--- src/rtl/receptor_registrador.sv ---
// receptor_registrador: serial-in / parallel-out receiver for the shift-register chain.
// Reassembles an MSB-first bit stream into a WIDTH-bit word and reports it with a
// one-cycle dado_valido pulse. It also keeps a sticky OR of the frame's data bits.
// Optional feature: define RECEPTOR_PARIDADE_EN to require a trailing even-parity bit.
module receptor_registrador #(
  parameter int unsigned WIDTH = 8
) (
  input  logic             clk,
  input  logic             rst,
  input  logic             inicio,
  input  logic             bit_valido,
  input  logic             bit_serial,
  output logic [WIDTH-1:0] dado_paralelo,
  output logic             dado_valido,
  output logic             ocupado,
  output logic             ou_acumulado,
  output logic             erro
);

  localparam int unsigned CW = $clog2(WIDTH + 1);
  localparam logic [CW-1:0] ULTIMO = CW'(WIDTH - 1);

`ifdef RECEPTOR_PARIDADE_EN
  typedef enum logic [1:0] {OCIOSO, RECEBENDO, PARIDADE} estado_t;
`else
  typedef enum logic [1:0] {OCIOSO, RECEBENDO} estado_t;
`endif

  estado_t          r_estado, w_estado_prox;
  logic [WIDTH-1:0] r_buffer, w_buffer_prox, w_buffer_desl;
  logic [CW-1:0]    r_cont, w_cont_prox;
  logic             r_ou, w_ou_prox;
  logic [WIDTH-1:0] r_dado, w_dado_prox;
  logic             r_ou_acum, w_ou_acum_prox;
  logic             r_valido, w_valido_prox;
  logic             r_erro, w_erro_prox;
  logic             r_ocupado;

  assign w_buffer_desl = {r_buffer[WIDTH-2:0], bit_serial};

  // Next-state and next-datapath decode; inicio takes priority over any bit this cycle.
  always_comb begin
    w_estado_prox  = r_estado;
    w_buffer_prox  = r_buffer;
    w_cont_prox    = r_cont;
    w_ou_prox      = r_ou;
    w_dado_prox    = r_dado;
    w_ou_acum_prox = r_ou_acum;
    w_valido_prox  = 1'b0;
    w_erro_prox    = 1'b0;
    if (inicio) begin
      // A start strobe inside a frame discards the partial frame and restarts it.
      w_erro_prox   = (r_estado != OCIOSO);
      w_estado_prox = RECEBENDO;
      w_buffer_prox = '0;
      w_cont_prox   = '0;
      w_ou_prox     = 1'b0;
    end else begin
      case (r_estado)
        OCIOSO: begin
          w_estado_prox = OCIOSO;
        end
        RECEBENDO: begin
          if (bit_valido) begin
            w_buffer_prox = w_buffer_desl;
            w_cont_prox   = r_cont + CW'(1);
            w_ou_prox     = r_ou | bit_serial;
            if (r_cont == ULTIMO) begin
`ifdef RECEPTOR_PARIDADE_EN
              w_estado_prox = PARIDADE;
`else
              w_dado_prox    = w_buffer_desl;
              w_ou_acum_prox = r_ou | bit_serial;
              w_valido_prox  = 1'b1;
              w_estado_prox  = OCIOSO;
`endif
            end
          end
        end
`ifdef RECEPTOR_PARIDADE_EN
        PARIDADE: begin
          if (bit_valido) begin
            w_estado_prox = OCIOSO;
            if (bit_serial == (^r_buffer)) begin
              w_dado_prox    = r_buffer;
              w_ou_acum_prox = r_ou;
              w_valido_prox  = 1'b1;
            end else begin
              w_erro_prox = 1'b1;
            end
          end
        end
`endif
        default: begin
          w_estado_prox = OCIOSO;
        end
      endcase
    end
  end

  // State and output registers; every output comes straight from a flop.
  always_ff @(posedge clk) begin
    if (rst) begin
      r_estado  <= OCIOSO;
      r_buffer  <= '0;
      r_cont    <= '0;
      r_ou      <= 1'b0;
      r_dado    <= '0;
      r_ou_acum <= 1'b0;
      r_valido  <= 1'b0;
      r_erro    <= 1'b0;
      r_ocupado <= 1'b0;
    end else begin
      r_estado  <= w_estado_prox;
      r_buffer  <= w_buffer_prox;
      r_cont    <= w_cont_prox;
      r_ou      <= w_ou_prox;
      r_dado    <= w_dado_prox;
      r_ou_acum <= w_ou_acum_prox;
      r_valido  <= w_valido_prox;
      r_erro    <= w_erro_prox;
      r_ocupado <= (w_estado_prox != OCIOSO);
    end
  end

  assign dado_paralelo = r_dado;
  assign dado_valido   = r_valido;
  assign ocupado       = r_ocupado;
  assign ou_acumulado  = r_ou_acum;
  assign erro          = r_erro;

endmodule

--- config.mk ---
export PLATFORM = sky130hd
export DESIGN_NAME = receptor_registrador
export DESIGN_NICKNAME = d
export VERILOG_FILES = /design/src/rtl/receptor_registrador.sv
export SDC_FILE = /design/constraint.sdc
export NUM_CORES = 1
export LEC_CHECK = 0
export CAP_MARGIN = 30
export CORE_MARGIN = 2
export CORE_UTILIZATION = 35
export DETAILED_ROUTE_END_ITERATION = 7
export PLACE_DENSITY_LB_ADDON = 0.3
export SYNTH_ARGS = -nofsm -noshare
export SYNTH_HDL_FRONTEND = slang
export SYNTH_SLANG_ARGS = --single-unit
--- constraint.sdc ---
create_clock -name clk -period 1.5 [get_ports clk]
set_clock_uncertainty 0.2 [all_clocks]
set_input_delay 0.15 -clock clk [delete_from_list [all_inputs] [get_ports clk]]
set_output_delay 0.15 -clock clk [all_outputs]
set_load 0.02 [all_outputs]
## After elaboration in Yosys (flattened, before gate mapping)

Index checks and enable logic that the tools add are counted.

| cells by class | value |
|---|---|
| add/sub/neg operators | 1 |
| equality and inequality tests | 2 |
| multiplexer cells | 5 |
| bitwise operators | 4 |
| reductions and logical operators | 7 |

Operators with widths:

| cell | number |
|---|---|
| $mux W2 | 4 |
| $add A4 B1 Y4 const B | 1 |
| $eq A4 B3 Y1 const B | 1 |
| $reduce_and A4 Y1 | 1 |
| $reduce_bool A2 Y1 | 2 |
| $reduce_or A2 Y1 | 2 |
| $reduce_or A4 Y1 | 1 |
| $not A1 Y1 | 3 |
| $eq A2 B1 Y1 const B | 1 |
| $reduce_and A2 Y1 | 1 |
| $mux W1 | 1 |
| $or A1 B1 Y1 | 1 |

| word-level totals | value |
|---|---|
| flip-flop bits (word level) | 26 |
| input bits | 5 |
| output and inout bits | 12 |
| logic and storage cells | 28 |

## Depth between registers and ports, before layout

Gate-level depths: netlist of run 1.

| logic depth | value |
|---|---|
| word-level depth | 6 |
| mapped depth | 5 |
| mapped depth without buffers | 4 |

## Least setup slack after synthesis of run 1

OpenSTA, ideal clock, no wires.

| timing path | value |
|---|---|
| path kind | register -> register |
| from | register r_cont[0] |
| to | register r_ocupado (netlist: ocupado) |
| library setup time | 0.086 ns |
| data arrival time | 1.067 ns |
| data required time | 1.214 ns |
| setup slack | 0.147 ns |
| stages on the path, launching flop included | 5 |
| path buffers | 1 |
| period minus slack after synthesis | 1.353 ns |
| cells stage by stage | dfxtp_1 ha_1 and4bb_1 buf_4 a211oi_1 |

| on the way | value |
|---|---|
| cells in the longest elaborated chain, start to end | 6 |

Ends and longest elaborated chain:

| item | line | RTL |
|---|---|---|
| from (decl) | 31 | `logic [CW-1:0] r_cont, w_cont_prox;` |
| from (signal assigned) | 116 | `r_cont <= w_cont_prox;` |
| $eq A4 B3 Y1 | 68 | `if (r_cont == ULTIMO) begin` |
| $mux W2 | 68 |  |
| $mux W2 | 64 | `if (bit_valido) begin` |
| $mux W2 | 59 | `case (r_estado)` |
| $mux W2 | 51 | `if (inicio) begin` |
| $reduce_bool A2 Y1 | 122 | `r_ocupado <= (w_estado_prox != OCIOSO);` |
| to (signal assigned) | 122 |  |
| to (decl) | 37 | `logic r_ocupado;` |

No other way between the ends.
A chain may end at the register's enable or synchronous reset.

## Worst setup path in the final report of run 1

| timing path | value |
|---|---|
| from | register r_cont[0] |
| to | register r_ou_acum (netlist: ou_acumulado) |

| on the way | value |
|---|---|
| cells in the longest elaborated chain, start to end | 2 |

Ends and longest elaborated chain:

| item | line | RTL |
|---|---|---|
| $eq A4 B3 Y1 | 68 |  |
| $reduce_and A4 Y1 (no source line) | n/a |  |
| to (signal assigned) | 119 | `r_ou_acum <= w_ou_acum_prox;` |
| to (decl) | 34 | `logic r_ou_acum, w_ou_acum_prox;` |

No other way between the ends.

==> key figures, run 1 <==
Clock tree
  – Clock tree buffer depth: 2
  – TritonCTS clock tree: yes
  – Root Buffer: clkbuf_4
  – Clk slew on worst S/H paths: between 100 and 150 ps
  – CTS sink cnt: 26
  – Hold-fix buffers, CTS: 0
  – Post-CTS Setup Repair Bufs: 0
  – Total number of H-tree levels: 1
  – Insertion delay to the later sink of the worst-skew pair: just over 300 ps
  – TritonCTS buffer count: 3

Synthesis
  – Synth Area in Simple Gates: 0.205
  – Synth Net Count: between 100 and 150
  – Mapped Area: 971 um^2
  – Largest family of logic cells by synthesized area: simple AND/OR/NAND/NOR gates
  – Post-Synth Adder-Cell Area: 0.0129
  – Seq/Total Area, Yosys: 0.536
  – Post-synthesis compound-gate area fraction: 0.175
  – Mux share of post-synthesis cell area: 0
  – Post-Synthesis Cells: ~110
  – XOR/XNOR share of the synthesized area: 0.00902
  – Synth cell types: 25
  – Avg Inst Size Synth: approximately 8.7 um^2
  – Synthesis Warnings: 0
  – #FFs+latches synth: 26

Placed design
  – Dpl ws: -184 ps
  – Port-buffer cells: 16
  – RePlAce Congestion: 0.748
  – Post-DP HPWL: roughly 1400 um
  – Placed cells: 160

Critical path
  – Worst setup startpoint: r_cont[0]$_SDFFE_PP0N_
  – CP Capture Type: register
  – Startpoint Class: register
  – Crit Path Category: reg2reg
  – Depth of the worst register-to-register path: 5
  – Worst reg2reg setup slack: roughly 39 ps
  – Critical Path AT: about 1500 ps
  – WP buf/inv: 1
  – Crit Path Max Fanout: 3
  – CP max stage cell: dfxtp_2
  – CP cell instances: ha_1 -> and4bb_1 -> buf_4 -> a21oi_1 -> nor3_2
  – Worst path top cell family by delay: flip-flops
  – Reg2reg end: ou_acumulado$_SDFFE_PP0P_
  – R2r startpoint: r_cont[0]$_SDFFE_PP0N_
  – Req. time, crit path: about 1500 ps
  – Largest stage delay, worst path: 350 ps

Routing
  – Vias per cell: 4.99
  – M1 WL: 950 um
  – Antenna viol nets, final: 0
  – WL met3: ~67 um
  – Met2 routed WL: between 900 and 1000 um
  – DRT iter0 DRCs: 14
  – Via count: between 800 and 900
  – Total Wirelength: about 2000 um
  – Residual DRC count: 0
  – DR pass1 iterations: 4
  – Wire length per cell: between 10 and 15 um
  – Top Metal Used: met4

Hold path
  – Critical hold path startpoint: r_buffer[6]$_SDFFE_PP0N_
  – Worst Hold Path Cells: 2
  – Worst Hold Path EP: r_buffer[6]$_SDFFE_PP0N_
  – Class of the most critical hold timing path: reg2reg

Finish
  – Final #Nets: 140
  – ANT cells: 0
  – Post-route core utilization: 0.460
  – Fraction of layout cells with a size suffix above 1: 0.136
  – Final Non-Filler Cells: ~160
  – Syn-to-layout area delta: 27.3%

Timing
  – Setup ws final: around 40 ps
  – Fin crit share: 0.974
  – Fin. Hold Viols: 0
  – Slew Limit Fails: 0
  – Setup-failing EPs final: 0
  – Fmax: between 600 and 700 MHz
  – Min cycle time layout: around 1500 ps

Global routing
  – First-pass GRT wire length: 3400 um
  – Initial antenna violation count: 0
  – All-Layer GR Usage: 0.134
  – Remaining global-route overflow: 0
  – Largest net degree at the start of global routing: 19
  – Vias in the first global route: between 700 and 800

Floorplanning
  – Die Area: between 0.003 and 0.004 mm^2
  – Num ports: 17
  – Starting Density: 0.361
  – Cell row count: 19
  – Die H: roughly 57 um
  – Die X: ~57 um
  – Core area: between 0.002 and 0.003 mm^2

Pwr
  – Clock share of power: 0.273
  – Peak VDD IR: about 0.44 mV
  – Power Density: 856 mW/mm^2
  – Power share of the sequential group: 0.663
  – Comb pwr share: 0.064
  – Switching Power: approximately 0.23 mW
  – Switch share: 0.221
  – Static Leak: around 0.47 nW
  – Internal power: between 0.8 and 0.9 mW

Run status
  – Status: complete, no violations

Run
  – Max cap viols: 0
cells in the final DEF, fill, tap and decap left out, types with 3 or more instances in the layout:
master and count:
dfxtp_1 23, clkbuf_4 3, nand3_1 9, o21ai_1 9, clkdlybuf4s50_1 4, nor2_1 3, nand2_1 16, dfxtp_2 3
a21oi_1 20, dlygate4sd2_1 12, buf_4 7
power by group through the flow:
stage                     registers (mW)  clock network, mW  logic [mW]
after floorplan                    0.721                  0      0.0286
after global placement             0.717                  0      0.0677
after detailed placement           0.717                  0      0.0693
after CTS                          0.701              0.304      0.0673
after global routing               0.703              0.327      0.0736
final                              0.702              0.289      0.0674
sequential cells by signal, summed over array words and instances (netlist names):
signal	count
ou_acumulado	1
erro	1
dado_valido	1
r_cont	4
ocupado	1
r_estado	2
r_ou	1
r_buffer	7
dado_paralelo	8
layer usage:
layer  track usage  vias up
li1              -      423
met1         0.175      373
met2         0.209       15
met3        0.0300        2
met4        0.0612        0
met5             0        -
cell usage after synthesis (all sizes together):
cell type  number  area (um^2)
a21oi          21          105
and3b           1         8.76
nor3            2         10.0
conb            1         3.75
ha              1         12.5
nand4bb         1         11.3
or2             1         6.26
and4bb          1         12.5
or3             2         12.5
inv             2         7.51
nor4            1         6.26
o21ai          10         50.0
nor3b           1         7.51
a211oi          2         15.0
nand3b          1         7.51
clkbuf          2         7.51
dfxtp          26          521
nand3           9         45.0
buf             6         41.3
nor2            3         11.3
xnor2           1         8.76
nand2          16         60.1
worst max path at each step:
stage,end,cells past startpoint
2_1_floorplan,ocupado$_SDFF_PP0_,4
3_3_place_gp,dado_paralelo[5]$_SDFFE_PP0P_,5
3_5_place_dp,r_cont[3]$_SDFFE_PP0N_,4
4_1_cts,dado_paralelo[3]$_SDFFE_PP0P_,5
5_1_grt,ou_acumulado$_SDFFE_PP0P_,5
6_report,ou_acumulado$_SDFFE_PP0P_,5
what timing repair did:
action / in CTS / in global routing
endpoints found under the setup margin: 12 / 9
pin swaps: 0 / 2
gates resized for setup: 12 / 7
final cells by class:
| class | count | area [um^2] |
|---|---|---|
| Fill cell | 276 | 1450 |
| Inverter | 2 | 7.51 |
| Multi-Input combinational cell | 75 | 403 |
| Tap cell | 31 | 38.8 |
| Sequential cell | 26 | 524 |
| Timing Repair Buffer | 26 | 240 |
| Clock buffer | 3 | 22.5 |
worst min-delay path, cell delays in order, from the launching register on:
cell and delay, ps:
dfxtp_1 340, nand2_1 50, a21oi_1 50
logic make-up (layout without fill, tap and decap cells):
logic type,count (synthesis),after routing
AO/OA/AOI/OAI,33,33
other,1,1
flip-flops,26,26
buffers and inverters,10,31
AND/OR/NAND/NOR,39,39
XOR/XNOR,1,1
adder cells (fa/ha/maj),1,1
per-stage QoR:
step | hold slack (ps) | setup TNS, ps | cell area [um^2] | total power, mW
finish | 270 | 0 | 1240 | 1.06
global route | 276 | -31.1 | 1240 | 1.10
CTS | 264 | 0 | 1220 | 1.07
detailed placement | 252 | -2790 | 1210 | 0.786
global placement | 246 | -2220 | 1210 | 0.784
floorplan | 26.1 | 0 | 971 | 0.749
Note: power is estimated with default switching activity, not from simulation.
==> inputs of run 2 (changes only) <==
--- a/config.mk
+++ b/config.mk
@@ -6,10 +6,11 @@
 export NUM_CORES = 1
 export LEC_CHECK = 0
 export CAP_MARGIN = 30
-export CORE_MARGIN = 2
 export CORE_UTILIZATION = 35
 export DETAILED_ROUTE_END_ITERATION = 7
+export MAX_ROUTING_LAYER = met4
 export PLACE_DENSITY_LB_ADDON = 0.3
+export RECOVER_POWER = 25
 export SYNTH_ARGS = -nofsm -noshare
 export SYNTH_HDL_FRONTEND = slang
 export SYNTH_SLANG_ARGS = --single-unit
==> key figures, run 2 (synthesized netlist as in run 1, its figures left out) <==
Timing
  – Fmax: 706 MHz (was 684 MHz)
  – RSZ-0062 raised after global routing: no
  – Setup-failing EPs final: 0 (unchanged)
  – Slew Limit Fails: 0 (unchanged)
  – Fin. Hold Viols: 0 (unchanged)
  – Fin crit share: 0.945 (was 0.974)
  – Setup ws final: 83.1 ps (was 39.0 ps)
  – Min cycle time layout: 1420 ps (was 1460 ps)

Clock tree
  – Root Buffer: clkbuf_4 (unchanged)
  – Clock tree buffer depth: 2 (unchanged)
  – Hold-fix buffers, CTS: 0 (unchanged)
  – Clk slew on worst S/H paths: 130 ps (about the same)
  – TritonCTS buffer count: 3 (unchanged)
  – Insertion delay to the later sink of the worst-skew pair: 320 ps (was 310 ps)
  – TritonCTS clock tree: yes (unchanged)
  – Total number of H-tree levels: 1 (unchanged)
  – CTS sink cnt: 26 (unchanged)

Routing
  – Antenna viol nets, final: 0 (unchanged)
  – Via count: 851 (was 813)
  – Vias per cell: 5.07 (was 4.99)
  – DR pass1 iterations: 4 (unchanged)
  – Residual DRC count: 0 (unchanged)
  – Wire length per cell: 11.5 um (was 12.0 um)
  – DRT iter0 DRCs: 22 (was 14)
  – Total Wirelength: 1930 um (was 1960 um)

Finish
  – Commonest non-fill, non-tap cells in the layout: 24 x dfxtp_1, 21 x a21oi_1, 16 x nand2_1 (was 23 x dfxtp_1, 20 x a21oi_1, 16 x nand2_1)
  – Syn-to-layout area delta: 31.1% (was 27.3%)
  – Max reg flops: 8 (unchanged)
  – Fraction of layout cells with a size suffix above 1: 0.152 (was 0.136)
  – Reg area: 523 um^2 (was 524 um^2)
  – Most common cell after layout, fill and taps aside: dfxtp_1 (unchanged)
  – Filler instances: 239 (was 276)
  – Post-route core utilization: 0.500 (was 0.460)
  – Final instance area: 0.00127 mm^2 (was 0.00124 mm^2)
  – ANT cells: 0 (unchanged)
  – Final #Nets: 145 (was 140)
  – Multi-input gate area: 400 um^2 (was 403 um^2)

Hold path
  – Critical hold path startpoint: r_buffer[6]$_SDFFE_PP0N_ (unchanged)
  – Worst Hold Path Cells: 2 (unchanged)
  – Class of the most critical hold timing path: reg2reg (unchanged)

Placed design
  – Placed Area: 0.00124 mm^2 (was 0.00121 mm^2)
  – Dpl ws: -149 ps (was -184 ps)
  – Post-DP HPWL: 1390 um (was 1420 um)
  – Port-buffer cells: 16 (unchanged)
  – RePlAce Congestion: 0.771 (was 0.748)

Floorplanning
  – Core area: 0.00254 mm^2 (was 0.00269 mm^2)
  – Die H: 54.7 um (was 56.7 um)
  – Die X: 54.7 um (was 56.7 um)
  – Num ports: 17 (unchanged)
  – Cell row count: 18 (was 19)
  – Die Area: 0.00299 mm^2 (was 0.00321 mm^2)
  – Starting Density: 0.382 (was 0.361)

Critical path
  – R2r startpoint: r_cont[0]$_SDFFE_PP0N_ (unchanged)
  – CP max stage cell: dfxtp_2 (unchanged)
  – Largest stage delay, worst path: 350 ps (about the same)
  – CP cell instances: ha_1 -> and4bb_1 -> buf_4 -> a21oi_1 -> nor3_1 (was ha_1 -> and4bb_1 -> buf_4 -> a21oi_1 -> nor3_2)
  – Req. time, crit path: 1520 ps (was 1510 ps)
  – Crit Path Max Fanout: 3 (unchanged)
  – Crit Path Category: reg2reg (unchanged)
  – Worst setup startpoint: r_cont[0]$_SDFFE_PP0N_ (unchanged)
  – Depth of the worst register-to-register path: 5 (unchanged)
  – Startpoint Class: register (unchanged)
  – CP Capture Type: register (unchanged)
  – Critical Path AT: 1440 ps (was 1470 ps)

Global routing
  – Initial antenna violation count: 0 (unchanged)
  – First-pass GRT wire length: 3200 um (was 3400 um)
  – Layer with the highest usage: met2 (unchanged)
  – Global-route track usage on met3: 0.0167 (was 0.0300)
  – GRT met2 Usage: 0.225 (was 0.209)
  – Met1 usage: 0.202 (was 0.175)
  – Largest net degree at the start of global routing: 19 (unchanged)
  – All-Layer GR Usage: 0.156 (was 0.134)
  – Vias in the first global route: 739 (was 768)
  – Remaining global-route overflow: 0 (unchanged)

Pwr
  – Power Density: 881 mW/mm^2 (was 856 mW/mm^2)
  – Static Leak: 0.495 nW (was 0.472 nW)
  – Tot Pwr: 1.12 mW (was 1.06 mW)
  – Peak VDD IR: 0.510 mV (was 0.438 mV)

Run status
  – Status: complete, no violations (unchanged)

Run
  – Max cap viols: 0 (unchanged)
## run 2: layout make-up
| cell class | count | area share |
|---|---|---|
| clock buffer | 4 | 0.0285 |
| inverter | 2 | 0.00590 |
| multi-input combinational | 75 | 0.315 |
| sequential | 26 | 0.411 |
| tap | 30 | 0.0295 |
| timing repair buffer | 31 | 0.210 |
## run 2: report_power, final
group	switching, mW	leakage (nW)	internal (mW)	total, mW
clock	0.202	0.0210	0.148	0.350
sequential	0.00364	0.212	0.698	0.702
combinational	0.0368	0.262	0.0332	0.0700
## run 2: worst paths after layout
check / to / slack (ps)
max: ou_acumulado$_SDFFE_PP0P_ / 80
min: r_buffer[6]$_SDFFE_PP0N_ / 270
max reg2reg: ou_acumulado$_SDFFE_PP0P_ / 80
min reg2reg: r_buffer[6]$_SDFFE_PP0N_ / 270
## run 2: stage by stage
step | hold WS, ps | TNS (ps) | instances
after floorplan | 26.1 | 0 | 111
after global placement | 251 | -2410 | 163
after global routing | 293 | 0 | 168
final | 272 | 0 | 168
after detailed placement | 252 | -2470 | 163
after CTS | 269 | 0 | 167
## run 2: repair_timing
action	in CTS	in global routing
resized for setup	12	5
setup buffers	0	1
hold endpoints to repair	0	0
setup endpoints to repair	12	9
## run 2: routing by layer
| metal | share of wire | vias to the layer above |
|---|---|---|
| met5 | 0 | - |
| met4 | 0.018 | 0 |
| met3 | 0.036 | 4 |
| met2 | 0.46 | 26 |
| met1 | 0.48 | 386 |
| li1 | - | 435 |
## run 2: worst max-delay path, delay by kind of cell (launching register included)
kind                       cells  cell delay [ps]
adders and majority gates      1              210
buffers and inverters          1              140
AOI/OAI and AO/OA              1              130
DFF                            1              350
and+or+nand+nor                2              280
